[src/rtl/mem_pkg.sv]
// Shared types and constants for the MEM-stage data-RAM access unit.
package mem_pkg;

  typedef enum logic [0:0] {
    ST_IDLE = 1'b0,
    ST_WAIT = 1'b1
  } mem_state_e;

  localparam int DEFAULT_DATA_W = 32;
  localparam int DEFAULT_ADDR_W = 32;
  localparam int REG_ADDR_W     = 5;
  localparam int INSTR_W        = 32;

endpackage : mem_pkg

[src/rtl/mem_wb_result_reg.sv]
// MEM/WB result register: loads on load_en_i, injects a write-enable bubble on bubble_i,
// otherwise holds. Asynchronous active-low reset clears every field.
module mem_wb_result_reg
  import mem_pkg::*;
(
  input  logic                  clk,
  input  logic                  rst_n,
  input  logic                  load_en_i,
  input  logic                  bubble_i,
  input  logic [INSTR_W-1:0]    instr_i,
  input  logic                  regwrite_i,
  input  logic [REG_ADDR_W-1:0] waddr_i,
  input  logic [31:0]           wdata_i,
  output logic [INSTR_W-1:0]    instr_o,
  output logic                  regwrite_o,
  output logic [REG_ADDR_W-1:0] waddr_o,
  output logic [31:0]           wdata_o
);

  logic [INSTR_W-1:0]    instr_q;
  logic                  regwrite_q;
  logic [REG_ADDR_W-1:0] waddr_q;
  logic [31:0]           wdata_q;

  // A bubble only clears the write enable; the payload fields keep their last values.
  always_ff @(posedge clk or negedge rst_n) begin
    if (!rst_n) begin
      instr_q    <= '0;
      regwrite_q <= 1'b0;
      waddr_q    <= '0;
      wdata_q    <= '0;
    end else if (bubble_i) begin
      regwrite_q <= 1'b0;
    end else if (load_en_i) begin
      instr_q    <= instr_i;
      regwrite_q <= regwrite_i;
      waddr_q    <= waddr_i;
      wdata_q    <= wdata_i;
    end
  end

  assign instr_o    = instr_q;
  assign regwrite_o = regwrite_q;
  assign waddr_o    = waddr_q;
  assign wdata_o    = wdata_q;

endmodule : mem_wb_result_reg

[src/rtl/mem_stage_access_unit.sv]
// MEM stage: data-RAM req/ack handshake, pipeline stall request and MEM/WB register.
// Optional build macro MEM_ALIGN_CHECK_EN suppresses and flags word-misaligned accesses.
module mem_stage_access_unit
  import mem_pkg::*;
#(
  parameter int ADDR_W      = DEFAULT_ADDR_W,
  parameter int DATA_W      = DEFAULT_DATA_W,
  parameter int STALL_CNT_W = 32
) (
  input  logic                   clk,
  input  logic                   rst,
  input  logic                   cpu_en,
  input  logic [INSTR_W-1:0]     mem_instruction,
  input  logic                   mem_ifWriteRegsFile,
  input  logic                   mem_memOutOrAluOutWriteBackToRegFile,
  input  logic                   mem_ifWriteMem,
  input  logic [REG_ADDR_W-1:0]  mem_registerWriteAddress,
  input  logic [31:0]            mem_aluOutput,
  input  logic [31:0]            mem_writeDataToDataRAM,
  output logic                   dmem_req,
  output logic                   dmem_we,
  output logic [ADDR_W-1:0]      dmem_addr,
  output logic [DATA_W-1:0]      dmem_wdata,
  input  logic [DATA_W-1:0]      dmem_rdata,
  input  logic                   dmem_ack,
  output logic                   mem_stall,
  output logic [INSTR_W-1:0]     wb_instruction,
  output logic                   wb_ifWriteRegsFile,
  output logic [REG_ADDR_W-1:0]  wb_registerWriteAddress,
  output logic [31:0]            wb_writeData,
  output logic [STALL_CNT_W-1:0] stall_cycles,
  output logic                   align_fault
);

  mem_state_e            state_q, state_d;
  logic [STALL_CNT_W-1:0] stall_cycles_q, stall_cycles_d;
  logic                  access;
  logic                  misaligned;
  logic                  issue;
  logic                  wb_load_en;
  logic [31:0]           wb_data_sel;

  assign access = cpu_en & (mem_ifWriteMem | mem_memOutOrAluOutWriteBackToRegFile);

`ifdef MEM_ALIGN_CHECK_EN
  logic align_fault_q;

  assign misaligned = access & (mem_aluOutput[1:0] != 2'b00);

  always_ff @(posedge clk or negedge rst) begin
    if (!rst) begin
      align_fault_q <= 1'b0;
    end else begin
      align_fault_q <= misaligned;
    end
  end

  assign align_fault = align_fault_q;
`else
  assign misaligned  = 1'b0;
  assign align_fault = 1'b0;
`endif

  assign issue = access & ~misaligned;

  // Once in WAIT the request is held regardless of cpu_en so an issued access always completes.
  always_comb begin
    state_d  = state_q;
    dmem_req = 1'b0;
    case (state_q)
      ST_IDLE: begin
        if (issue) begin
          dmem_req = 1'b1;
          if (!dmem_ack) begin
            state_d = ST_WAIT;
          end
        end
      end
      ST_WAIT: begin
        dmem_req = 1'b1;
        if (dmem_ack) begin
          state_d = ST_IDLE;
        end
      end
      default: state_d = ST_IDLE;
    endcase
  end

  always_ff @(posedge clk or negedge rst) begin
    if (!rst) begin
      state_q <= ST_IDLE;
    end else begin
      state_q <= state_d;
    end
  end

  assign dmem_we    = mem_ifWriteMem;
  assign dmem_addr  = mem_aluOutput[ADDR_W-1:0];
  assign dmem_wdata = DATA_W'(mem_writeDataToDataRAM);

  // Stall drops in the ack cycle so EX/MEM advances on that edge and the access is not reissued.
  assign mem_stall = dmem_req & ~dmem_ack;

  always_comb begin
    stall_cycles_d = stall_cycles_q;
    if (mem_stall) begin
      stall_cycles_d = stall_cycles_q + STALL_CNT_W'(1);
    end
  end

  always_ff @(posedge clk or negedge rst) begin
    if (!rst) begin
      stall_cycles_q <= '0;
    end else begin
      stall_cycles_q <= stall_cycles_d;
    end
  end

  assign stall_cycles = stall_cycles_q;

  assign wb_load_en  = cpu_en & ~mem_stall;
  assign wb_data_sel = mem_memOutOrAluOutWriteBackToRegFile ? 32'(dmem_rdata) : mem_aluOutput;

  mem_wb_result_reg u_wb_reg (
    .clk        (clk),
    .rst_n      (rst),
    .load_en_i  (wb_load_en),
    .bubble_i   (mem_stall),
    .instr_i    (mem_instruction),
    .regwrite_i (mem_ifWriteRegsFile & ~misaligned),
    .waddr_i    (mem_registerWriteAddress),
    .wdata_i    (wb_data_sel),
    .instr_o    (wb_instruction),
    .regwrite_o (wb_ifWriteRegsFile),
    .waddr_o    (wb_registerWriteAddress),
    .wdata_o    (wb_writeData)
  );

endmodule : mem_stage_access_unit

[config.mk]
export PLATFORM = sky130hd
export DESIGN_NAME = mem_stage_access_unit
export DESIGN_NICKNAME = d
export VERILOG_FILES = /design/src/rtl/mem_pkg.sv /design/src/rtl/mem_wb_result_reg.sv /design/src/rtl/mem_stage_access_unit.sv
export SDC_FILE = /design/constraint.sdc
export NUM_CORES = 1
export LEC_CHECK = 0
export BUFFER_PORTS_ARGS = -buffer_cell sky130_fd_sc_hd__buf_2
export CAP_MARGIN = 5
export CORE_MARGIN = 4
export CORE_UTILIZATION = 40
export CTS_CLUSTER_SIZE = 10
export DETAILED_ROUTE_END_ITERATION = 8
export GPL_TIMING_DRIVEN = 0
export HOLD_SLACK_MARGIN = 0.02
export PLACE_DENSITY = 0.73
export SLEW_MARGIN = 5
export SYNTH_ARGS = -nofsm -noshare
export SYNTH_HDL_FRONTEND = slang
export SYNTH_SLANG_ARGS = --single-unit
[constraint.sdc]
create_clock -name clk -period 2 [get_ports clk]
set_input_delay 0.6 -clock clk [delete_from_list [all_inputs] [get_ports clk]]
set_output_delay 0.6 -clock clk [all_outputs]
set_load 0.02 [all_outputs]
* After elaboration in Yosys (flattened, before gate mapping) *
Cells that the tools add are included.
Widths: inputs -> output; s select.

operators by class
  reductions and logical operators = 2
  add/sub/neg operators = 1
  bitwise operators = 7
  muxes and demuxes = 8

operators with widths
  cell                   count
  $add 32x1->32 const B  1
  $mux 32                1
  $mux 1                 5
  $pmux 1 s2             2
  $and 1x1->1            3
  $not 1->1              3
  $reduce_and 2->1       1
  $reduce_bool 2->1      1
  $or 1x1->1             1

storage, ports and cells
  register bits after elaboration = 103
  bits of input ports = 140
  output and inout port bits = 170
  word-level logic and storage cells = 24

* Logic depth before layout (Yosys ltp) *
Gate-level depths: netlist of run 1.

  word-level depth = 9
  depth in mapped cells = 7

* Cells and area by module *
A second synthesis of run 1 with hierarchy kept.

unflattened totals
  cell total of the unflattened synthesis = 392
  area total of the unflattened synthesis = 5,081.1 um^2

modules (own cells, without submodules)
  module                 area an instance (um^2)  seq. area each (um^2)  times used  cells an instance
  mem_wb_result_reg      2,673.8                  1,751.7                1           150
  mem_stage_access_unit  2,407.3                  825.8                  1           242

* Least setup slack after synthesis of run 1 *
No wires, ideal clock.

  path type = input-to-output
  start = in mem_memOutOrAluOutWriteBackToRegFile
  end = out mem_stall
  slack = -19 ps
  arrival time = 1,419 ps
  cell stages on the path = 3
  path buffers = 1
  cells stage by stage = buf_4 -> o21ai_4 -> a21oi_1

on the way
  cells in the longest elaborated chain, start to end = 5

RTL lines
  what             line                          source
  start, declared  mem_stage_access_unit.sv:15   input logic mem_memOutOrAluOutWriteBackToRegFile,
  $or 1x1->1       mem_stage_access_unit.sv:43   assign access = cpu_en & (mem_ifWriteMem | mem_memOutOrAluOutWriteBackToRegFile);
  $and 1x1->1      mem_stage_access_unit.sv:43
  $mux 1           mem_stage_access_unit.sv:72   if (issue) begin
  $pmux 1 s2       mem_stage_access_unit.sv:70   case (state_q)
  $and 1x1->1      mem_stage_access_unit.sv:102  assign mem_stall = dmem_req & ~dmem_ack;
  end, declared    mem_stage_access_unit.sv:26   output logic mem_stall,

Every way passes these cells.

* Worst setup path in the final report of run 1 *
Same ends and word-level chain as after synthesis.

==> impl_metrics.tcl, run 1 <==
set metrics [dict create \
    status "complete, no violations" \
    synth_compound_area_share_pct 5.01 \
    yosys_warnings 0 \
    grtUsageTotal_pct 19.6 \
    wl_mm 14.4 \
    grt_pass1_wl_mm 22.2 \
    gp_congestion 0.859 \
    synth_xor_area_share_pct 5.49 \
    numCtsBuffers 9 \
    synth_simple_gate_area_share_pct 9.84 \
    dr.first_iter.drc_count 144 \
    min_period_ns 1.95 \
    postCtsSetupRepairBufs 0 \
    die_area_um2 14200 \
    ys_seq_area_share_pct 52.1 \
    whs_ns 0.274 \
    grt_max_degree 57 \
    io_buffers 275 \
    p_leak_uw 0.00362 \
    post_drt_wl_per_cell_um 16.2 \
    setup_violations 0 \
    slew_violations 0 \
    critPathKind "input port to primary output" \
    syn_to_final_growth_pct 38.5 \
    hold_path.class "input port to async pin" \
    grt_overflow 0 \
    dp_hpwl_mm 11.6 \
    cap_violations 0 \
    ir_drop_mv 0.562 \
    clk_latency_ns 0.33 \
    grt_setup_unrepaired "false" \
    grt_pass1_vias 4289 \
    path_clk_slew_ns 0.07 \
    nets 855 \
    rows 40 \
    relSlewSlack_pct 31.1 \
    clock_sinks 103 \
    synth.distinct_cells 29 \
    die_h_um 119 \
    synth_cells 427 \
    io-pin-count 310 \
    tightest_slew_ns 1.03 \
    num_antenna_cells 0 \
    synth_edf_count 0 \
    synth_area_per_cell_um2 11.6 \
    syn-num-nets 568 \
    clock.fmax_mhz 512 \
    synthFlopType "dfrtp_1" \
    cp.required_ns 1.40 \
    hold_viol_final 0 \
    antenna_found_initial 0 \
    drt_pass1_iterations 4 \
    worst_slack_ns 0.0466 \
    nFillCells 1067 \
    dp_slack_ns -0.211 \
    seqCellArea_um2 2580 \
    coreArea_um2 12100 \
    die_w_um 119 \
    crit_arrival_ns 1.35 \
    powerDensity_nw_per_um2 845 \
    cts_root_buf "clkbuf_16" \
    postRouteAntennaNets 0 \
    yosys.area_share.adder_pct 0.253 \
    synth_top_family_by_area "multiplexers" \
    critPathCaptureType "primary output" \
    route.detailed.drc 0 \
    cp_max_fo 7 \
    period_share_pct 97.7 \
    async_reset_ff_share_pct 100 \
    dr_total_vias 4172 \
    netlist_area_um2 4950 \
    worst_clock_skew_ns 0.00906 \
    cts_tree "yes" \
    synth_seq_cells 103 \
    synthMuxAreaShare_pct 15.3 \
    multi_input_area_um2 1790 \
    start_util_pct 41.0 \
    cp-start-kind "input port" \
    clockBufferDepth 2 \
    htree_levels 3 \
    avgViaCountPerCell 4.70 \
    drive_above_1_share_pct 56.7 \
]
==> metal layers <==
metal / vias up / track usage (%) / wire, um
met5: - / 0 / 0
met4: 0 / 6.37 / 268
met3: 19 / 3.80 / 926
met2: 175 / 35.5 / 7570
met1: 1986 / 23.2 / 5590
li1: 1992 / - / -
==> cell usage after synthesis (2+ instances only) <==
cell / instances / area share, %
xor2_1: 4 / 0.71
inv_1: 3 / 0.23
mux2i_1: 33 / 6.7
nor2_1: 3 / 0.23
nor3_1: 3 / 0.30
dfrtp_1: 103 / 52
nand2_1: 38 / 2.9
buf_4: 68 / 10
buf_1: 5 / 0.38
xnor2_1: 27 / 4.8
a21oi_1: 2 / 0.20
buf_2: 7 / 0.71
and4_1: 4 / 0.71
mux2_2: 38 / 8.6
o21ai_0: 33 / 3.3
clkbuf_1: 4 / 0.30
nand3_1: 11 / 1.1
and3_1: 9 / 1.1
nand4_1: 22 / 2.8
==> placed cells by master (no fill, tap or decap), drive strengths merged <==
cell,n
mux2i,33
clkbuf,15
nor2,3
and2,1
nor3,3
a2111oi,2
ha,1
inv,4
a21oi,2
xor2,4
dfrtp,103
and4,4
mux2,38
buf,356
clkinv,3
o21ai,34
nand2,38
conb,1
a211oi,1
nor4,2
and3,9
nand4b,1
nand4,22
nand3,11
xnor2,27
clkinvlp,1
==> report_power, final <==
group	leakage (uW)	switching (uW)	internal [uW]
sequential	0.00129	186	2360
clock	0.000130	770	857
combinational	0.00220	971	642
==> worst max-delay path, cell delays in order <==
cell and delay (ns):
buf_4 0.16, o21ai_4 0.28, a21oi_4 0.13, buf_2 0.18
==> sequential cells by signal, indices dropped and copies added (netlist names) <==
name,flops
u_wb_reg.regwrite_o,1
u_wb_reg.waddr_o,5
u_wb_reg.wdata_o,32
u_wb_reg.instr_o,32
state_q,1
stall_cycles,32
==> metrics by stage <==
| stage | util [%] | power [uW] | std cells | instance area (um^2) | setup TNS (ns) |
|---|---|---|---|---|---|
| 6_report | 56.8 | 5790 | 887 | 6850 | 0 |
| 5_1_grt | 56.8 | 6080 | 887 | 6850 | 0 |
| 4_1_cts | 56.8 | 5870 | 887 | 6850 | 0 |
| 3_5_place_dp | 54.5 | 4230 | 871 | 6570 | -6.18 |
| 3_3_place_gp | 54.2 | 4170 | 870 | 6540 | -79.54 |
| 2_1_floorplan | - | 3540 | 427 | 4950 | 0 |
==> logic make-up after synthesis <==
logic type                 count (synthesis)
xor gates and xnor gates                  31
buffers and inverters                     87
and+or+nand+nor                           94
AOI/OAI and AO/OA                         39
DFF                                      103
adders and majority gates                  1
other                                      1
muxes                                     71
==> timing repair <==
action / CTS / global route
resized for setup: 1 / 0
endpoints found under the setup margin: 1 / 1
hold buffers: 0 / 0
endpoints found under the hold margin: 0 / 0
pin swaps: 0 / 1
==> path summary, 6_finish.rpt <==
| path | startpoint | endpoint | slack [ns] | depth (start not counted) |
|---|---|---|---|---|
| hold reg to reg | stall_cycles[31] | stall_cycles[31] | 0.48 | 1 |
| setup / recovery | mem_memOutOrAluOutWriteBackToRegFile | mem_stall | 0.05 | 4 |
| setup reg to reg | stall_cycles[9] | stall_cycles[30] | 0.20 | 4 |
| hold / removal | rst | u_wb_reg.instr_o[29] | 0.27 | 1 |
| min in group clk | stall_cycles[31] | stall_cycles[31] | 0.48 | 1 |
| max in group asynchronous | rst | u_wb_reg.wdata_o[10] | 1.03 | 2 |
==> cell type report <==
cell class,instances,area share (%)
well taps,168,3.07
multi-input cells,237,26.2
plain buffers,84,8.46
clock buffers,11,3.40
flip-flops and latches,103,37.6
repair buffers,276,20.5
inverters,3,0.164
clock inverters,5,0.621
(Power assumes the default switching activity.)
==> run 2: changes to the inputs <==
--- a/config.mk
+++ b/config.mk
@@ -7,6 +7,7 @@
 export LEC_CHECK = 0
 export BUFFER_PORTS_ARGS = -buffer_cell sky130_fd_sc_hd__buf_2
 export CAP_MARGIN = 5
+export CORE_ASPECT_RATIO = 0.9
 export CORE_MARGIN = 4
 export CORE_UTILIZATION = 40
 export CTS_CLUSTER_SIZE = 10
==> run 2 against run 1 <==
Net effect:
- highest routed layer unchanged
- clock power rose by 24%
- largest power group unchanged
- clock skew shrank 0.0039 ns
- first-iteration DRC count rose by 34%
- sequential cell count did not move
- register-to-register slack got worse by 0.02 ns
- design area is 1.2% higher
- routed wire length shrank 0.99%
- largest cell class unchanged
- utilization grew 0.60 points
- worst setup slack improved by 0.031 ns
==> impl_metrics.tcl, run 2 (synthesis results as in run 1) <==
set metrics [dict create \
    status "complete, no violations" \
    grt_pass1_wl_mm 22.2 \
    clockBufferDepth 2 \
    powerDensity_nw_per_um2 893 \
    period_share_pct 96.1 \
    dp_cells 863 \
    grt_pass1_vias 4271 \
    hold_viol_final 0 \
    final_cell_mix "281 x buf_2, 103 x dfrtp_1, 70 x buf_4" \
    clock_sinks 103 \
    path_clk_slew_ns 0.07 \
    syn_to_final_growth_pct 40.1 \
    coreArea_um2 12100 \
    nets 856 \
    postRouteAntennaNets 0 \
    crit_chain "buf_4, o21ai_4, a21oi_4, buf_2" \
    multi_input_area_um2 1800 \
    num_antenna_cells 0 \
    dr.first_iter.drc_count 193 \
    antenna_found_initial 0 \
    grt_overflow 0 \
    rows 38 \
    die_h_um 114 \
    layout.cells.most_common "buf_2" \
    path_delay_family "buffers and inverters" \
    finalPower_uw 6190 \
    p_leak_uw 0.00366 \
    drt_pass1_iterations 4 \
    cp_slowest_cell "a21oi_4" \
    final_cells 880 \
    avgViaCountPerCell 4.78 \
    cts_root_buf "clkbuf_16" \
    drive_above_1_share_pct 57.2 \
    slew_violations 0 \
    worst_clock_skew_ns 0.00513 \
    slowest_delay_ns 0.24 \
    hold_path.class "input port to async pin" \
    grt_max_degree 57 \
    numCtsBuffers 9 \
    dp_hpwl_mm 11.4 \
    cp-start-kind "input port" \
    min_period_ns 1.92 \
    grt_setup_unrepaired "false" \
    cts_tree "yes" \
    tightest_slew_ns 0.741 \
    seqCellArea_um2 2580 \
    worst-path-buf-inv 2 \
    ctsHoldBuffers 0 \
    crit_arrival_ns 1.32 \
    clock.fmax_mhz 520 \
    die_area_um2 14200 \
    worst_slack_ns 0.0779 \
    cp.required_ns 1.40 \
    io-pin-count 310 \
    dp_slack_ns -0.203 \
    post_drt_wl_per_cell_um 16.2 \
    critPathCaptureType "primary output" \
    io_buffers 275 \
    nFillCells 1090 \
    clk_latency_ns 0.33 \
    gp_congestion 0.901 \
    start_util_pct 41.0 \
    ir_drop_mv 0.755 \
    dr_total_vias 4203 \
    cap_violations 0 \
    grtUsageTotal_pct 19.2 \
    die_w_um 125 \
    setup_violations 0 \
    cp_max_fo 7 \
    wl_mm 14.2 \
    relSlewSlack_pct 50.6 \
    htree_levels 3 \
    critPathKind "input port to primary output" \
    route.detailed.drc 0 \
]
-- run 2: changes by cell type in the layout (fill, tap and decap cells not counted) --
cell | before | now
clkbuf_1 | 6 | 4
nor3_1 | 3 | 2
nor3_2 | 0 | 1
bufinv_16 | 0 | 3
buf_4 | 69 | 70
clkinv_4 | 3 | 1
clkbuf_8 | 0 | 1
-- run 2: report_power, final --
part / switching [uW] / internal (uW) / total (uW)
logic: 965 / 643 / 1610
clock network: 760 / 1260 / 2020
registers: 195 / 2360 / 2560
total: 1920 / 4270 / 6190
-- run 2: metal layers --
layer / wire length (um) / vias up / track usage [%]
met4: 223 / 0 / 5.20
li1: - / 1982 / -
met1: 5470 / 2032 / 23.2
met3: 922 / 19 / 4.87
met5: 0 / - / 0
met2: 7610 / 170 / 34.4
-- run 2: path summary, 6_finish.rpt --
kind	endpoint	cells past startpoint	slack, ns	from
setup reg to reg	stall_cycles[31]	5	0.18	stall_cycles[8]
min in group clk	u_wb_reg.wdata_o[22]	2	0.47	u_wb_reg.wdata_o[22]
hold / removal	stall_cycles[1]	1	0.33	rst
setup / recovery	mem_stall	4	0.08	mem_memOutOrAluOutWriteBackToRegFile
hold reg to reg	u_wb_reg.wdata_o[22]	2	0.47	u_wb_reg.wdata_o[22]
max in group asynchronous	u_wb_reg.instr_o[3]	2	0.98	rst
-- run 2: cell type report --
class / count / area share [%]
clock inverter: 6 / 1.66
buffer: 84 / 8.36
inverter: 3 / 0.162
clock buffer: 10 / 3.45
tap: 160 / 2.89
multi-input combinational: 237 / 25.9
sequential: 103 / 37.2
timing repair buffer: 277 / 20.4
-- run 2: through the flow --
| stage | hold slack, ns | utilization, % | area, um^2 | TNS [ns] |
|---|---|---|---|---|
| 3_5_place_dp | 0.464 | 54.3 | 6560 | -8.67 |
| 5_1_grt | 0.392 | 57.4 | 6930 | 0 |
| 6_report | 0.333 | 57.4 | 6930 | 0 |
| 3_3_place_gp | 0.460 | 54.1 | 6530 | -78.47 |
| 4_1_cts | 0.351 | 57.4 | 6930 | 0 |
| 2_1_floorplan | 0.304 | - | 4950 | 0 |
-- run 2: repair_timing --
item | CTS | global route
pin swaps | 1 | 0
buffers inserted | 1 | 0
cloned | 0 | 0
gates resized for setup | 1 | 1
endpoints found under the setup margin | 1 | 1
==> run 3: changes to the inputs <==
==> constraint.sdc (replaced) <==
create_clock -name clk -period 2.35 [get_ports clk]
set_input_delay 0.705 -clock clk [delete_from_list [all_inputs] [get_ports clk]]
set_output_delay 0.705 -clock clk [all_outputs]
set_load 0.02 [all_outputs]
==> run 3 against run 2 <==
Net effect:
- count of clock-buffer cells in the layout increased by 2
- design area is 0.45% lower
- total power decreased by 16%
- critical path type unchanged
- critical path depth unchanged
- via count is 0.31% lower
- hold slack better by 0.037 ns
- register-to-register slack gained 0.39 ns
- sequential cell count stayed put
- clock skew is 0.00051 ns higher
- cell count is 0.11% lower
- utilization down 0.26 points
- largest power group unchanged
- die area did not move
==> impl_metrics.tcl, run 3 (synthesis results as in run 1) <==
set metrics [dict create \
    worst_slack_ns 0.114 \
    worst_clock_skew_ns 0.00564 \
    dr_total_vias 4190 \
    r2r.worst_path.cells 4 \
    cp_max_fo 7 \
    io-pin-count 310 \
    path_clk_slew_ns 0.07 \
    relSlewSlack_pct 50.9 \
    nFillCells 1076 \
    die_w_um 125 \
    critPathKind "input port to primary output" \
    gp_congestion 0.831 \
    ir_drop_mv 0.631 \
    crit_arrival_ns 1.53 \
    grt_setup_unrepaired "false" \
    clock.fmax_mhz 447 \
    wl_mm 14.2 \
    numCtsBuffers 9 \
    cap_violations 0 \
    cts_root_buf "clkbuf_16" \
    grt_overflow 0 \
    io_buffers 275 \
    cts_tree "yes" \
    syn_to_final_growth_pct 39.5 \
    regToRegSetupSlack_ns 0.57 \
    htree_levels 3 \
    die_area_um2 14200 \
    route.detailed.drc 0 \
    dp_hpwl_mm 11.4 \
    slew_violations 0 \
    layout.cells.most_common "buf_2" \
    start_util_pct 41.0 \
    tightest_slew_ns 0.736 \
    nets 855 \
    cp-start-kind "input port" \
    whs_ns 0.370 \
    post_drt_wl_per_cell_um 16.1 \
    reg2reg_to "stall_cycles[26]" \
    powerDensity_nw_per_um2 756 \
    coreArea_um2 12100 \
    grt_pass1_vias 4424 \
    dp_slack_ns -0.0701 \
    clock_sinks 103 \
    cp.required_ns 1.64 \
    postRouteAntennaNets 0 \
    fin_tns_setup_ns 0 \
    p_leak_uw 0.00365 \
    dr.first_iter.drc_count 136 \
    ctsResizeCount 1 \
    setup_violations 0 \
    period_share_pct 95.2 \
    postCtsSetupRepairBufs 0 \
    critPathCaptureType "primary output" \
    grtUsageTotal_pct 19.6 \
    ctsHoldBuffers 0 \
    drive_above_1_share_pct 57.0 \
    avgViaCountPerCell 4.77 \
    grt_max_degree 60 \
    status "complete, no violations" \
    rows 38 \
    hold_path.class "input port to async pin" \
    final_cell_mix "281 x buf_2, 103 x dfrtp_1, 69 x buf_4" \
    clockBufferDepth 2 \
    hold_viol_final 0 \
    antenna_found_initial 0 \
    num_antenna_cells 0 \
    grt_pass1_wl_mm 22.5 \
    clk_latency_ns 0.34 \
    r2r_start "stall_cycles[9]" \
    finalPower_uw 5210 \
    die_h_um 114 \
    min_period_ns 2.24 \
    drt_pass1_iterations 6 \
]
[run 3: changes by cell type in the layout (fill, tap and decap cells not counted), sizes merged]
cell    change
buf         -1
bufinv      -1
inv         -1
clkbuf      +2
[run 3: worst max path at each step]
stage,start,to,slack [ns],cells past startpoint
after floorplan,mem_memOutOrAluOutWriteBackToRegFile,mem_stall,0.12,3
after global placement,rst,u_wb_reg.instr_o[4],-0.44,1
after detailed placement,mem_memOutOrAluOutWriteBackToRegFile,mem_stall,-0.07,4
after CTS,mem_memOutOrAluOutWriteBackToRegFile,mem_stall,0.1,4
after global routing,mem_memOutOrAluOutWriteBackToRegFile,mem_stall,0.05,4
final,mem_memOutOrAluOutWriteBackToRegFile,mem_stall,0.11,4
[run 3: power breakdown]
group | internal [uW] | switching (uW)
registers | 2010 | 168
clock network | 1020 | 647
logic | 546 | 820
total | 3580 | 1630
[run 3: cell type report]
class / count / area [um^2] / share of cell area [%]
Buffer: 84 / 579 / 8.39
Inverter: 3 / 11.3 / 0.163
Multi-Input combinational cell: 237 / 1780 / 25.9
Clock inverter: 4 / 76.3 / 1.11
Tap cell: 160 / 200 / 2.90
Sequential cell: 103 / 2580 / 37.3
Timing Repair Buffer: 276 / 1410 / 20.4
Clock buffer: 12 / 267 / 3.86
[run 3: worst max-delay path, stage by stage]
cell     delay [ns]
buf_4          0.17
o21ai_4        0.12
a21oi_2        0.30
buf_2          0.23
[run 3: layer usage]
metal	track usage, %	routed length (um)	up-vias
met4	4.99	312	0
met5	0	0	-
li1	-	-	1977
met3	7.21	1110	23
met2	35.4	7530	164
met1	22.1	5220	2026
[run 3: through the flow]
stage,instance area [um^2],utilization (%),cells
floorplan,4950,-,427
finish,6900,57.1,879
global route,6900,57.1,879
CTS,6900,57.1,879
global placement,6530,54.0,862
detailed placement,6560,54.3,863
